$ cat config.mk
export PLATFORM = sky130hd
export DESIGN_NAME = load_store_unit_flat
export DESIGN_NICKNAME = d
export VERILOG_FILES = /design/src/rtl/load_store_if.sv /design/src/rtl/load_store_unit.sv /design/src/flat_wrapper.sv
export SDC_FILE = /design/constraint.sdc
export NUM_CORES = 1
export LEC_CHECK = 0
export CAP_MARGIN = 20
export CORE_MARGIN = 1.5
export CORE_UTILIZATION = 41
export DETAILED_ROUTE_END_ITERATION = 7
export PLACE_DENSITY = 0.73
export SYNTH_ARGS = -nofsm -noshare
export SYNTH_HDL_FRONTEND = slang
export SYNTH_SLANG_ARGS = --single-unit
$ cat constraint.sdc
create_clock -name clk -period 2.4 [get_ports clk]
set_input_delay 0.72 -clock clk [delete_from_list [all_inputs] [get_ports clk]]
set_output_delay 0.72 -clock clk [all_outputs]
set_load 0.02 [all_outputs]
$ cat src/rtl/load_store_if.sv
// load_store_if: request/response and data-memory signals of the load/store unit
interface load_store_if;
   logic        req_valid;
   logic        req_ready;
   logic [5:0]  opcode;
   logic [31:0] addr;
   logic [31:0] store_data;
   logic        resp_valid;
   logic [31:0] load_data;
   logic        misalign;
   logic        illegal;
   logic [31:0] mem_address;
   logic [31:0] mem_write_data;
   logic        MemRead;
   logic        MemWrite;
   logic [31:0] mem_read_data;
   modport slave (
      input  req_valid, opcode, addr, store_data, mem_read_data,
      output req_ready, resp_valid, load_data, misalign, illegal,
             mem_address, mem_write_data, MemRead, MemWrite
   );
   modport master (
      output req_valid, opcode, addr, store_data, mem_read_data,
      input  req_ready, resp_valid, load_data, misalign, illegal,
             mem_address, mem_write_data, MemRead, MemWrite
   );
endinterface

$ cat src/rtl/load_store_unit.sv
// load_store_unit: MIPS byte-addressed loads/stores over a word memory, sub-word stores by read-modify-write
module load_store_unit #(
   parameter int WAIT_CYCLES = 1
) (
   input logic clk,
   input logic reset,
   load_store_if.slave bus
);
   localparam logic [5:0] LB = 6'h20, LH = 6'h21, LW = 6'h23, LBU = 6'h24,
                          LHU = 6'h25, SB = 6'h28, SH = 6'h29, SW = 6'h2B;
   localparam int CW = WAIT_CYCLES > 1 ? $clog2(WAIT_CYCLES) : 1;
   typedef enum logic [1:0] {IDLE, READ, WRITE, RESP} state_t;
   state_t state;
   logic [CW-1:0] cnt;
   logic [5:0] op;
   logic [1:0] a2;
   logic [15:0] sd;
   logic legal, mis, is_load, last;
   logic [4:0] sh_amt;
   logic [7:0] rbyte;
   logic [15:0] rhalf;
   logic [31:0] ext, mask, merged;
   always_comb begin
      legal = bus.opcode inside {LB, LH, LW, LBU, LHU, SB, SH, SW};
      mis = ((bus.opcode inside {LH, LHU, SH}) && bus.addr[0]) ||
            ((bus.opcode inside {LW, SW}) && bus.addr[1:0] != 2'b00);
      is_load = op inside {LB, LH, LW, LBU, LHU};
      last = cnt == CW'(WAIT_CYCLES - 1);
      sh_amt = {a2, 3'b000};
      rbyte = 8'(bus.mem_read_data >> sh_amt);
      rhalf = a2[1] ? bus.mem_read_data[31:16] : bus.mem_read_data[15:0];
      ext = op == LB  ? {{24{rbyte[7]}}, rbyte} :
            op == LBU ? {24'b0, rbyte} :
            op == LH  ? {{16{rhalf[15]}}, rhalf} :
            op == LHU ? {16'b0, rhalf} : bus.mem_read_data;
      mask = op == SB ? 32'h0000_00FF : 32'h0000_FFFF;
      merged = (bus.mem_read_data & ~(mask << sh_amt)) | (({16'b0, sd} & mask) << sh_amt);
   end
   always_ff @(posedge clk) begin
      if (reset) begin
         state <= IDLE;
         cnt <= '0;
         op <= '0;
         a2 <= '0;
         sd <= '0;
         bus.req_ready <= 1'b1;
         bus.resp_valid <= 1'b0;
         bus.load_data <= '0;
         bus.misalign <= 1'b0;
         bus.illegal <= 1'b0;
         bus.mem_address <= '0;
         bus.mem_write_data <= '0;
         bus.MemRead <= 1'b0;
         bus.MemWrite <= 1'b0;
      end else begin
         case (state)
            IDLE: if (bus.req_valid) begin
               op <= bus.opcode;
               a2 <= bus.addr[1:0];
               sd <= bus.store_data[15:0];
               cnt <= '0;
               bus.req_ready <= 1'b0;
               bus.load_data <= '0;
               bus.misalign <= legal && mis;
               bus.illegal <= !legal;
               if (!legal || mis) begin
                  state <= RESP;
                  bus.resp_valid <= 1'b1;
               end else if (bus.opcode == SW) begin
                  state <= WRITE;
                  bus.mem_address <= bus.addr >> 2;
                  bus.mem_write_data <= bus.store_data;
                  bus.MemWrite <= 1'b1;
               end else begin
                  state <= READ;
                  bus.mem_address <= bus.addr >> 2;
                  bus.MemRead <= 1'b1;
               end
            end
            READ: if (last) begin
               bus.MemRead <= 1'b0;
               if (is_load) begin
                  state <= RESP;
                  bus.load_data <= ext;
                  bus.resp_valid <= 1'b1;
               end else begin
                  state <= WRITE;
                  bus.mem_write_data <= merged;
                  bus.MemWrite <= 1'b1;
               end
            end else cnt <= cnt + 1'b1;
            WRITE: begin
               state <= RESP;
               bus.MemWrite <= 1'b0;
               bus.resp_valid <= 1'b1;
            end
            default: begin
               state <= IDLE;
               bus.resp_valid <= 1'b0;
               bus.req_ready <= 1'b1;
            end
         endcase
      end
   end
endmodule

$ cat src/flat_wrapper.sv
// flat-port wrapper written by rule: the top's interface ports become plain ports
module load_store_unit_flat 
#(
   parameter int WAIT_CYCLES = 1
)
  (clk, reset, bus_req_valid, bus_opcode, bus_addr, bus_store_data, bus_mem_read_data, bus_req_ready, bus_resp_valid, bus_load_data, bus_misalign, bus_illegal, bus_mem_address, bus_mem_write_data, bus_MemRead, bus_MemWrite);
  load_store_if bus_i ();
  input logic clk;
  input logic reset;
  input wire logic [$bits(bus_i.req_valid)-1:0] bus_req_valid;
  input wire logic [$bits(bus_i.opcode)-1:0] bus_opcode;
  input wire logic [$bits(bus_i.addr)-1:0] bus_addr;
  input wire logic [$bits(bus_i.store_data)-1:0] bus_store_data;
  input wire logic [$bits(bus_i.mem_read_data)-1:0] bus_mem_read_data;
  output wire logic [$bits(bus_i.req_ready)-1:0] bus_req_ready;
  output wire logic [$bits(bus_i.resp_valid)-1:0] bus_resp_valid;
  output wire logic [$bits(bus_i.load_data)-1:0] bus_load_data;
  output wire logic [$bits(bus_i.misalign)-1:0] bus_misalign;
  output wire logic [$bits(bus_i.illegal)-1:0] bus_illegal;
  output wire logic [$bits(bus_i.mem_address)-1:0] bus_mem_address;
  output wire logic [$bits(bus_i.mem_write_data)-1:0] bus_mem_write_data;
  output wire logic [$bits(bus_i.MemRead)-1:0] bus_MemRead;
  output wire logic [$bits(bus_i.MemWrite)-1:0] bus_MemWrite;
  assign bus_i.req_valid = bus_req_valid;
  assign bus_i.opcode = bus_opcode;
  assign bus_i.addr = bus_addr;
  assign bus_i.store_data = bus_store_data;
  assign bus_i.mem_read_data = bus_mem_read_data;
  assign bus_req_ready = bus_i.req_ready;
  assign bus_resp_valid = bus_i.resp_valid;
  assign bus_load_data = bus_i.load_data;
  assign bus_misalign = bus_i.misalign;
  assign bus_illegal = bus_i.illegal;
  assign bus_mem_address = bus_i.mem_address;
  assign bus_mem_write_data = bus_i.mem_write_data;
  assign bus_MemRead = bus_i.MemRead;
  assign bus_MemWrite = bus_i.MemWrite;
  load_store_unit #(.WAIT_CYCLES(WAIT_CYCLES)) u_core (.clk(clk), .reset(reset), .bus(bus_i));
endmodule
Word-level counts from Yosys, hierarchy flattened
Index checks and enable logic that the tools add are counted.
{"block": "totals", "reg_bits": 127, "inputBits": 105, "output_inout_bits": 102, "word_cells": 115}
{"block": "op_classes", "n_addsub": 1, "eq_ne": 24, "shift": 3, "muxes": 42, "bitwise": 6, "reduce_logical": 25}
{"operator": "two-way mux 32 bit", "count": 12}
{"operator": "one-hot mux 32 bit (2 select lines)", "count": 2}
{"operator": "equality test 6 bit, second input constant", "count": 14}
{"operator": "<< shifter 32 x 5 -> 32 bit", "count": 2}
{"operator": "AND 16 x 32 -> 32 bit", "count": 1}
{"operator": "AND 32 bit", "count": 1}
{"operator": "two-way mux 16 bit", "count": 2}
{"operator": "inverter 32 bit", "count": 1}
{"operator": "OR 32 bit", "count": 1}
{"operator": ">> shifter 32 x 5 -> 8 bit", "count": 1}
{"operator": "two-way mux 1 bit", "count": 16}
{"operator": "AND reduction 6 bit", "count": 2}
{"operator": "inequality test 2 bit, second input constant", "count": 5}
{"operator": "two-way mux 2 bit", "count": 4}
{"operator": "AND reduction 2 bit", "count": 4}
{"operator": "AND reduction 4 bit", "count": 2}
{"operator": "nonzero test 8 bit", "count": 1}
{"operator": "inequality test 2 x 1 -> 1 bit, second input constant", "count": 3}
{"operator": "one-hot mux 1 bit (2 select lines)", "count": 3}
{"operator": "one-hot mux 1 bit (3 select lines)", "count": 2}
{"operator": "one-hot mux 2 bit (3 select lines)", "count": 1}
{"operator": "nonzero test 2 bit", "count": 3}
{"operator": "nonzero test 3 bit", "count": 2}
{"operator": "AND reduction 5 bit", "count": 1}
{"operator": "11 further kinds", "count": 15}

Logic depth before layout (Yosys ltp)
{"block": "logic_depth", "word_depth": 9, "ltp_mapped": 11, "mapped_depth_nobuf": 7}

Worst setup path before layout
Ideal clock, no wire load.
{"block": "synth_timing", "kind": "input to register", "startpoint": "input port bus_opcode[2]", "endpoint": "register u_core.bus.mem_write_data[0] (netlist name)", "setup_ns": 0.128, "t_arrival_ns": 2.165, "required_time_ns": 2.272, "path_slack_ns": 0.107, "stages": 7, "path_buffers": 2, "cell_sequence": "clkbuf_1 -> and4b_1 -> o211ai_1 -> a211oi_2 -> buf_2 -> mux2i_1 -> nor2_1"}
{"block": "synth_between", "elab_chain_cells": 7, "elab_cells_between_ends": 19, "classes_between": "eq/ne: 10; reduce/logical: 9"}
{"element": "from (decl)", "line": "flat_wrapper.sv:11", "source": "input wire logic [$bits(bus_i.opcode)-1:0] bus_opcode;"}
{"element": "equality test 6 bit (on tied branches)"}
{"element": "nonzero test 3 bit / nonzero test 2 bit (equally long branches)", "line": "load_store_unit.sv:25, load_store_unit.sv:26"}
{"element": "logical AND 1 bit (on tied branches)", "line": "load_store_unit.sv:25, load_store_unit.sv:26"}
{"element": "logical OR 1 bit", "line": "load_store_unit.sv:25", "source": "mis = ((bus.opcode inside {LH, LHU, SH}) && bus.addr[0]) ||"}
{"element": "logical OR 1 bit", "line": "load_store_unit.sv:66", "source": "if (!legal || mis) begin"}
{"element": "inequality test 2 bit (no line)"}
{"element": "AND reduction 6 bit (no line) *"}
{"element": "to (signal assigned)", "line": "load_store_unit.sv:72", "source": "bus.mem_write_data <= bus.store_data;"}
{"element": "to (signal assigned)", "line": "load_store_unit.sv:88", "source": "bus.mem_write_data <= merged;"}
{"element": "to (decl)", "line": "load_store_if.sv:20", "source": "mem_address, mem_write_data, MemRead, MemWrite"}
Every way passes the cells marked *; elsewhere a longest branch is shown, timed or not.
A chain may end at the register's enable or synchronous reset.

Worst setup path in the final report
{"block": "layout_timing", "startpoint": "input port bus_opcode[1]", "endpoint": "register u_core.bus.mem_write_data[0] (netlist name)"}
Same word-level chain as after synthesis.

==> flow_results.xml <==
<?xml version="1.0" encoding="UTF-8"?>
<metrics>
  <group name="die">
    <metric name="dieHeight" unit="um">124</metric>
    <metric name="std_cell_rows" unit="">43</metric>
    <metric name="die_x" unit="um">124</metric>
    <metric name="floorplan.io_pins" unit="">207</metric>
    <metric name="core_area" unit="mm^2">0.0140</metric>
    <metric name="die_area" unit="mm^2">0.0153</metric>
    <metric name="initial_utilization" unit="%">42.6</metric>
  </group>
  <group name="route">
    <metric name="total_vias_in_the_final_route" unit="">6362</metric>
    <metric name="drt-wirelength-per-cell" unit="um">17.9</metric>
    <metric name="wirelength_met1" unit="um">8680</metric>
    <metric name="drt-pass1-iter-count" unit="">5</metric>
    <metric name="drt_iter0_drc" unit="">563</metric>
    <metric name="met2WireLength" unit="um">9190</metric>
    <metric name="post-route-drc-count" unit="">0</metric>
    <metric name="vias_per_cell" unit="">5.57</metric>
    <metric name="antenna_left" unit="">0</metric>
    <metric name="met3WireLength" unit="um">2090</metric>
    <metric name="totalWireLength" unit="um">20500</metric>
    <metric name="route.top_layer_used" unit="">met4</metric>
  </group>
  <group name="global_route">
    <metric name="antenna_found_initial" unit="">0</metric>
    <metric name="grt_pass1_wl" unit="um">31200</metric>
    <metric name="grt_util_all_layers" unit="%">26.8</metric>
    <metric name="first_global_vias" unit="">5819</metric>
    <metric name="maximum_number_of_pins_on_one_net_before_global_route_repair" unit="">59</metric>
    <metric name="overflow" unit="">0</metric>
  </group>
  <group name="logic_synthesis">
    <metric name="yosys-top-cells-area" unit="">sky130_fd_sc_hd__dfxtp_1 42%, sky130_fd_sc_hd__nand2_1 9.7%, sky130_fd_sc_hd__a21oi_1 8.5%</metric>
    <metric name="synth_area" unit="mm^2">0.00598</metric>
    <metric name="yosysTopAreaCell" unit="">sky130_fd_sc_hd__dfxtp_1</metric>
    <metric name="avg_synthesized_cell_area" unit="um^2">8.28</metric>
    <metric name="edff_count_synth" unit="">0</metric>
    <metric name="synth-seq-area-share" unit="%">42.1</metric>
    <metric name="synth_cell_type_count" unit="">54</metric>
    <metric name="synth_seq_cells" unit="">126</metric>
    <metric name="synth_largest_type_area_fraction" unit="%">42.1</metric>
    <metric name="ys_dominant_reg_cell" unit="">sky130_fd_sc_hd__dfxtp_1</metric>
    <metric name="yosysWarningCount" unit="">0</metric>
    <metric name="synth_async_sr_flop_share" unit="%">0</metric>
    <metric name="netlist_instances" unit="">723</metric>
  </group>
  <group name="critical_path">
    <metric name="cpLargestDelayFamily" unit="">buffers and inverters</metric>
    <metric name="path_max_fanout" unit="">23</metric>
    <metric name="crit_path_start_kind" unit="">primary input</metric>
    <metric name="path_cells" unit="">clkdlybuf4s50_1 &gt; and4b_1 &gt; o211ai_1 &gt; a211oi_4 &gt; buf_12 &gt; mux2i_1 &gt; nor2_1</metric>
    <metric name="setup.worst_path.end_class" unit="">register</metric>
    <metric name="critical-path-slowest-cell" unit="">sky130_fd_sc_hd__clkdlybuf4s50_1</metric>
    <metric name="critical_path_buf_inv_count" unit="">2</metric>
    <metric name="critPathArrivalTime" unit="ns">2.61</metric>
    <metric name="crit_required" unit="ns">2.68</metric>
    <metric name="timing.critical_path.slowest_cell_delay" unit="ns">0.56</metric>
    <metric name="worst-setup-path-type" unit="">primary input to register</metric>
  </group>
  <group name="timing">
    <metric name="min_period" unit="ns">2.33</metric>
    <metric name="worst_clock_skew" unit="ns">0.00740</metric>
    <metric name="clock.fmax" unit="GHz">0.430</metric>
    <metric name="final-hold-violation-count" unit="">0</metric>
    <metric name="whs" unit="ns">0.452</metric>
    <metric name="timing_worst_slew_pin_value" unit="ns">0.625</metric>
    <metric name="setup_tns" unit="ns">0</metric>
    <metric name="post-route-period-util" unit="%">97.0</metric>
    <metric name="setup_viol_count_final" unit="">0</metric>
    <metric name="timing.slew.headroom" unit="%">58.2</metric>
    <metric name="grt_setup_unrepaired" unit="">false</metric>
    <metric name="slew_viol_final" unit="">0</metric>
  </group>
  <group name="min_path">
    <metric name="hold_path.class" unit="">register to register</metric>
  </group>
  <group name="clock_network">
    <metric name="clk_pin_slew_worst_paths" unit="ns">0.06</metric>
    <metric name="clock_buffer_count_from_cts" unit="">17</metric>
    <metric name="clock_latency" unit="ns">0.42</metric>
    <metric name="tritoncts_clock_tree" unit="">done</metric>
    <metric name="cts-hold-fix-buffers" unit="">0</metric>
    <metric name="clock_tree.htree_level_count" unit="">4</metric>
    <metric name="root_buffer" unit="">sky130_fd_sc_hd__clkbuf_16</metric>
    <metric name="cts-root-to-sink-buffers" unit="">2</metric>
    <metric name="numClockSinks" unit="">126</metric>
  </group>
  <group name="outcome">
    <metric name="outcome" unit="">finished, final reports clean</metric>
  </group>
  <group name="pwr">
    <metric name="p_leak" unit="uW">0.00344</metric>
    <metric name="pwr_density" unit="mW/mm^2">970</metric>
    <metric name="overall_power_of_the_completed_layout" unit="uW">8900</metric>
    <metric name="irDropWorstVdd" unit="mV">0.787</metric>
  </group>
  <group name="placed_design">
    <metric name="placedCellCount" unit="">1110</metric>
    <metric name="detailed_place_hpwl" unit="um">15100</metric>
    <metric name="finalWeightedCongestion" unit="">0.997</metric>
    <metric name="io_buffer_count" unit="">204</metric>
  </group>
  <group name="final_layout">
    <metric name="drive_gt1_share" unit="%">12.0</metric>
    <metric name="finish.utilization" unit="%">65.3</metric>
    <metric name="antenna-diode-count" unit="">0</metric>
    <metric name="flow.area_growth_from_synthesis" unit="%">53.3</metric>
    <metric name="final-instance-count-excl-fill" unit="">1143</metric>
    <metric name="nets" unit="">1059</metric>
  </group>
  <group name="run">
    <metric name="max_cap_viol_count" unit="">0</metric>
  </group>
</metrics>
-- state kept, by name (all words and copies together) (netlist names) --
signal / flops
u_core.a2: 2
u_core.bus.illegal: 1
u_core.bus.req_ready: 1
u_core.bus.load_data: 32
u_core.state: 2
u_core.bus.resp_valid: 1
u_core.bus.mem_address: 30
u_core.bus.mem_write_data: 32
u_core.sd: 16
u_core.bus.MemRead: 1
u_core.bus.misalign: 1
u_core.op: 6
u_core.bus.MemWrite: 1
-- per-stage QoR --
| step | cell area [um^2] | setup WS [ns] |
|---|---|---|
| after global routing | 9170 | 0.00944 |
| after CTS | 9160 | 0.0719 |
| after global placement | 8540 | -0.310 |
| final | 9170 | 0.0727 |
| after detailed placement | 8540 | -0.340 |
| after floorplan | 5990 | 0.107 |
-- layout by cell type (no fill, tap or decap), drive strengths merged, types with 3 or more instances in the layout --
master / count
a211o: 9
a211oi: 3
a21oi: 102
a221o: 16
a22o: 16
a31oi: 10
buf: 66
bufinv: 3
clkbuf: 20
clkdlybuf4s50: 203
clkinv: 5
dfxtp: 126
ha: 4
inv: 28
mux2i: 26
mux4: 8
nand2: 155
nand2b: 3
nand3: 10
nor2: 46
nor2b: 3
o21ai: 6
o221ai: 16
o22a: 8
o22ai: 16
o311ai: 8
o32ai: 8
or3: 10
-- metal layers --
metal / vias to the layer above / GRT usage, %
li1: 3068 / -
met1: 2952 / 35.5
met2: 305 / 40.2
met3: 37 / 9.11
met4: 0 / 10.3
met5: - / 0
-- final timing paths --
path / start / endpoint / slack, ns / cells past startpoint
worst min register to register: u_core.bus.mem_address[2] / u_core.bus.mem_address[2] / 0.45 / 2
worst min-delay path: u_core.bus.mem_address[2] / u_core.bus.mem_address[2] / 0.45 / 2
worst max register to register: u_core.op[1] / u_core.bus.load_data[5] / 0.20 / 5
worst max-delay path: bus_opcode[1] / u_core.bus.mem_write_data[0] / 0.07 / 7
-- final cells by class --
class                           instances  area, um^2
Sequential cell                       126        2520
Clock inverter                         12         159
Clock buffer                           20         457
Multi-Input combinational cell        510        3120
Inverter                               26        97.6
Timing Repair Buffer                  269        2590
Tap cell                              180         225
Fill cell                            1172        4870
-- synth_stat cells (3+ instances only) --
cell type and n:
sky130_fd_sc_hd__a211o_1 9, sky130_fd_sc_hd__a21oi_1 102, sky130_fd_sc_hd__a221o_1 16, sky130_fd_sc_hd__a22o_1 16, sky130_fd_sc_hd__a31oi_1 10, sky130_fd_sc_hd__buf_2 9
sky130_fd_sc_hd__buf_4 4, sky130_fd_sc_hd__clkbuf_1 47, sky130_fd_sc_hd__dfxtp_1 126, sky130_fd_sc_hd__ha_1 4, sky130_fd_sc_hd__inv_1 26, sky130_fd_sc_hd__mux2i_1 26
sky130_fd_sc_hd__mux4_2 8, sky130_fd_sc_hd__nand2_1 155, sky130_fd_sc_hd__nand2b_1 3, sky130_fd_sc_hd__nand3_1 10, sky130_fd_sc_hd__nor2_1 44, sky130_fd_sc_hd__nor2b_1 3
sky130_fd_sc_hd__o21ai_0 5, sky130_fd_sc_hd__o221ai_1 16, sky130_fd_sc_hd__o22a_1 8, sky130_fd_sc_hd__o22ai_1 16, sky130_fd_sc_hd__o311ai_0 8, sky130_fd_sc_hd__o32ai_1 8
sky130_fd_sc_hd__or3_1 10
-- worst min-delay path: cells and delay by family, from the launching register on --
family,cells,cell delay [ns]
AO/OA/AOI/OAI,1,0.05
flip-flops,1,0.31
AND/OR/NAND/NOR,1,0.05
-- power breakdown --
group	total, uW	internal [uW]	leakage, uW	switching (uW)
registers	2770	2500	0.00103	270
clock network	2670	1690	0.000297	971
logic	3470	1580	0.00212	1890
-- cell families (layout without fill, tap and decap cells) --
group | count (synthesis) | count (layout) | synth area share, %
muxes | 35 | 35 | 7.55
buffers and inverters | 88 | 327 | 6.08
other | 1 | 2 | 0.0627
and+or+nand+nor | 241 | 241 | 17.2
DFF | 126 | 126 | 42.1
adders and majority gates | 4 | 4 | 0.836
AOI/OAI and AO/OA | 228 | 228 | 26.2
-- repair_timing --
item	in CTS	in global routing
resized for setup	0	2
setup endpoints to repair	0	3
hold endpoints to repair	0	0
buffers inserted	0	0
No activity file was read; power rests on OpenSTA's default activity.
